[src/rtl/note_seq_ctrl.sv]
// Record/playback note sequencer: captures one note per record press
// and replays the stored notes at a fixed note rate, one-shot or looped.
module note_seq_ctrl #(
    parameter int ADDR_W         = 4,
    parameter int TICKS_PER_NOTE = 25000000,
    parameter int TICK_W         = 25
) (
    input  logic              i_clk,
    input  logic              i_reset,
    input  logic              i_load_n,
    input  logic              i_playback_n,
    input  logic              i_stop_n,
    input  logic              i_clear_n,
    input  logic              i_loop_en,
    output logic              o_ld_note,
    output logic [ADDR_W-1:0] o_wr_addr,
    output logic              o_ld_play,
    output logic [ADDR_W-1:0] o_rd_addr,
    output logic              o_note_start,
    output logic [ADDR_W:0]   o_note_count,
    output logic              o_full
);

    typedef enum logic [1:0] {
        IDLE       = 2'd0,
        REC_STROBE = 2'd1,
        REC_HOLD   = 2'd2,
        PLAY       = 2'd3
    } state_t;

    localparam logic [TICK_W-1:0] RELOAD = TICK_W'(TICKS_PER_NOTE - 1);
    localparam logic [ADDR_W:0]   DEPTH  = (ADDR_W+1)'(1) << ADDR_W;

    state_t              r_state;
    logic [ADDR_W:0]     r_count;
    logic [ADDR_W-1:0]   r_rd_addr;
    logic [TICK_W-1:0]   r_tick;
    logic                r_start;

    state_t              w_nstate;
    logic [ADDR_W:0]     w_count_n;
    logic [ADDR_W-1:0]   w_rd_n;
    logic [TICK_W-1:0]   w_tick_n;
    logic                w_start_n;
    logic [ADDR_W:0]     w_rd_inc;
    logic                w_full;

    assign w_full   = (r_count == DEPTH);
    assign w_rd_inc = {1'b0, r_rd_addr} + (ADDR_W+1)'(1);

    always_comb begin
        w_nstate  = r_state;
        w_count_n = r_count;
        w_rd_n    = r_rd_addr;
        w_tick_n  = r_tick;
        w_start_n = 1'b0;
        o_ld_note = 1'b0;
        o_wr_addr = '0;
        o_ld_play = 1'b0;
        case (r_state)
            IDLE: begin
                if (!i_load_n) begin
                    w_nstate = w_full ? REC_HOLD : REC_STROBE;
                end else if (!i_playback_n && r_count != '0) begin
                    w_nstate  = PLAY;
                    w_rd_n    = '0;
                    w_tick_n  = RELOAD;
                    w_start_n = 1'b1;
                end else if (!i_clear_n) begin
                    w_count_n = '0;
                end
            end
            REC_STROBE: begin
                o_ld_note = 1'b1;
                o_wr_addr = r_count[ADDR_W-1:0];
                if (!w_full) w_count_n = r_count + (ADDR_W+1)'(1);
                w_nstate = REC_HOLD;
            end
            REC_HOLD: begin
                if (i_load_n) w_nstate = IDLE;
            end
            PLAY: begin
                o_ld_play = 1'b1;
                // stop wins over a coincident tick
                if (!i_stop_n) begin
                    w_nstate = IDLE;
                    w_rd_n   = '0;
                end else if (r_tick == '0) begin
                    if (w_rd_inc < r_count) begin
                        w_rd_n    = w_rd_inc[ADDR_W-1:0];
                        w_tick_n  = RELOAD;
                        w_start_n = 1'b1;
                    end else if (i_loop_en) begin
                        w_rd_n    = '0;
                        w_tick_n  = RELOAD;
                        w_start_n = 1'b1;
                    end else begin
                        w_nstate = IDLE;
                        w_rd_n   = '0;
                    end
                end else begin
                    w_tick_n = r_tick - TICK_W'(1);
                end
            end
            default: w_nstate = IDLE;
        endcase
    end

    always_ff @(posedge i_clk) begin
        if (i_reset) begin
            r_state   <= IDLE;
            r_count   <= '0;
            r_rd_addr <= '0;
            r_tick    <= '0;
            r_start   <= 1'b0;
        end else begin
            r_state   <= w_nstate;
            r_count   <= w_count_n;
            r_rd_addr <= w_rd_n;
            r_tick    <= w_tick_n;
            r_start   <= w_start_n;
        end
    end

    assign o_rd_addr    = r_rd_addr;
    assign o_note_start = r_start;
    assign o_note_count = r_count;
    assign o_full       = w_full;

endmodule

[config.mk]
export PLATFORM = sky130hd
export DESIGN_NAME = note_seq_ctrl
export DESIGN_NICKNAME = d
export VERILOG_FILES = /design/src/rtl/note_seq_ctrl.sv
export SDC_FILE = /design/constraint.sdc
export NUM_CORES = 1
export LEC_CHECK = 0
export ABC_AREA = 1
export BUFFER_PORTS_ARGS = -buffer_cell sky130_fd_sc_hd__buf_2
export CAP_MARGIN = 20
export CORE_UTILIZATION = 45
export DETAILED_ROUTE_END_ITERATION = 8
export PLACE_DENSITY_LB_ADDON = 0.05
export SLEW_MARGIN = 5
export SYNTH_ARGS = -nofsm -noshare
export SYNTH_HDL_FRONTEND = slang
export SYNTH_SLANG_ARGS = --single-unit
[constraint.sdc]
create_clock -name i_clk -period 5.08 [get_ports i_clk]
set_input_delay 0.508 -clock i_clk [delete_from_list [all_inputs] [get_ports i_clk]]
set_output_delay 0.508 -clock i_clk [all_outputs]
set_load 0.005 [all_outputs]
==> reports/qor.txt <==
Status -> finished, final reports clean
Slowest cell on crit path -> dfxtp_1
GRT overflow -> 0
Slew @ Worst Pin -> 0.819 ns
Post-CTS Setup Inserts -> 0
Vias in the first global route -> 2,412
Initial DRC count -> 108
Port Buffers -> 23
Post-placement cell count -> 548
CTS Buffer Depth -> 2
Seq cells post-synth -> 37
Number of antenna violations at the first check in global routing -> 0
Max Slew Vio Count -> 0
RSZ-0062 raised after global routing -> no
Share of layout cells above drive strength 1 -> 9.79%
Netlist Area Pre-Place -> 2740 sq um
Core footprint -> 5890 sq um
Pwr per Cell Area -> 498 nW/um^2
Worst R2R Setup Slack -> 2.53 ns
Starting density of the core -> 46.5%
CP Cell Sequence -> ha_1 -> xor2_1 -> ha_1 -> nand2_1 -> nand2_1 -> nand2_1 -> nand2_1 -> nor2_1 -> nor2_1 -> nand3_4 -> nand3_4 -> a21oi_1 -> nor2_1
RePlAce Congestion -> 0.839
Startpoint Class -> flop
Final WS setup -> 2.53 ns
Clk sinks -> 37
Peak VDD IR -> 0.233 mV
Fin util -> 50.3%
DRC Markers -> 0
LEAKAGE -> 1.62 nW
GRT Overall Usage -> 21.0%
Root Buffer Master -> clkbuf_8
YS warnings -> 0
Fin area -> 2960 sq um
Hold path endpoint -> r_state[1]
Row cnt -> 28
Max Clock Skew -> 0.00750 ns
DRT Pass-1 Iters -> 4
Hold_buf cts -> 0
DR WL/cell -> 11.4 microns
Worst r2r path cells -> 13
Crit path DAT -> 2.73 ns
Total negative slack -> 0 ns
Avg Cell Area, Syn -> 5.94 sq um
Sequential share of the synthesized area -> 27.1%
Vias per cell -> 4.88
Critical path fanouts, max -> 43
Largest net degree at the start of global routing -> 44
Critical path type -> flop to flop
Placed Area -> 2870 sq um
Mapped Nets -> 481
CTS H-tree depth -> 2
Hold Fails Final Rpt -> 0
Routed Antenna Nets -> 0
Worst hold path type -> flop to flop
Non-filler cells, final -> 555
Critical path capture point type -> flop
TritonCTS Buffers -> 5
Period utilization -> 50.2%
CP dominant cell by count -> nand2_1
Post-synthesis cell type count -> 29
I/O pin total -> 24
Worst skew pair latency -> 0.29 ns
Final setup vio count -> 0
Max_cap viols -> 0
Routed wire length -> 6320 microns
Pre-CTS setup slack -> 2.51 ns
HPWL Detailed -> 4630 microns
Nets -> 500
Max incr delay on CP -> 0.41 ns
CTS resizes -> 0
First-pass GRT wire length -> 10,500 microns
Crit Reg-Reg Startpoint -> o_rd_addr[0]
Area grow syn2layout -> 8.09%
Fmax -> 392 MHz
Hold Startpoint -> r_state[1]
CTS clk-pin slew, worst paths -> 0.07 ns
Hold Crit Depth -> 2
Antenna diodes -> 0
Worst EP required -> 5.26 ns
Die Span X -> 80.0 microns
Post-Synthesis Cells -> 461
Die area -> 6400 sq um
Slew HR -> 45.0%
Die height -> 80.0 microns
Min Tclk post-route -> 2.55 ns
DR vias -> 2,708
CTS tree -> yes
Worst reg2reg endpoint -> r_tick[8]
-- worst max-delay path, delay by kind of cell, from the launching register on --
family	cells	cell delay (ns)
and+or+nand+nor	9	1.08
adders and majority gates	2	0.48
DFF	1	0.41
AOI/OAI and AO/OA	1	0.27
xor gates and xnor gates	1	0.19
-- layout make-up --
| class | instances | area, sq um |
|---|---|---|
| flip-flops and latches | 37 | 741 |
| inverters | 69 | 259 |
| clock buffers | 7 | 86.3 |
| fillers | 632 | 2930 |
| multi-input cells | 344 | 1660 |
| well taps | 75 | 93.8 |
| repair buffers | 23 | 115 |
-- Yosys cell counts (all sizes together) --
cell     instances  area [sq um]
a21oi           18          90.1
nor3             5          25.0
dfxtp           37           741
inv             68           255
ha              13           163
nand3           40           230
nand3b           1          7.51
buf              7          58.8
o22ai            1          12.5
o2111ai          1          8.76
nor2            95           377
clkbuf           4          15.0
xor2             8          70.1
nand2          135           522
nand4           12          75.1
clkinv           1          3.75
and2             1          6.26
o21ai           11          58.8
or2              3          18.8
-- kinds of logic (layout without fill, tap and decap cells) --
kind of cell,count (synthesis),count (layout),share of synthesized area [%]
adder cells (fa/ha/maj),13,13,5.94
buffers and inverters,80,99,12.2
XOR/XNOR,8,8,2.56
AND/OR/NAND/NOR,292,292,46.1
flip-flops,37,37,27.1
AO/OA/AOI/OAI,31,31,6.22
-- power by group --
| part | total (mW) | internal, mW | switching [mW] |
|---|---|---|---|
| clock network | 0.213 | 0.108 | 0.106 |
| logic | 0.891 | 0.294 | 0.597 |
| registers | 0.370 | 0.330 | 0.0400 |
| total | 1.47 | 0.731 | 0.742 |
-- worst max path at each step --
stage | from | end
final | o_rd_addr[0] | r_tick[8]
after floorplan | o_rd_addr[0] | r_tick[17]
after detailed placement | o_rd_addr[0] | r_tick[8]
after global routing | o_rd_addr[0] | r_tick[19]
after global placement | o_rd_addr[0] | r_tick[6]
after CTS | o_rd_addr[0] | r_tick[8]
-- through the flow --
step           hold WS (ns)  power [mW]
3_5_place_dp          0.495        1.27
2_1_floorplan         0.472        1.10
4_1_cts               0.505        1.49
5_1_grt               0.530        1.64
3_3_place_gp          0.491        1.26
6_report              0.498        1.47
-- flip-flops by register name, indices dropped and copies added, names as in the netlist --
| name | count |
|---|---|
| r_state | 2 |
| r_tick | 25 |
| o_rd_addr | 4 |
| o_note_count | 5 |
| o_note_start | 1 |
-- layout by cell type, fill, tap and decap left out, types with 5 or more instances in the layout --
master      n
o21ai_0    10
buf_2      23
inv_1      66
ha_1       13
nand2_1   131
clkbuf_8    6
xor2_1      8
nand4_1    12
dfxtp_1    37
nor2_1     91
nand3_1    37
a21oi_1    18
nor3_1      5
-- per-layer routing --
layer	global-route usage, %	vias to the layer above	wire length (microns)
met5	0	-	0
met4	5.89	0	60
met3	3.43	6	167
met2	39.7	31	3130
met1	24.1	1208	2960
li1	-	1463	-
Note: power is estimated with default switching activity, not from simulation.
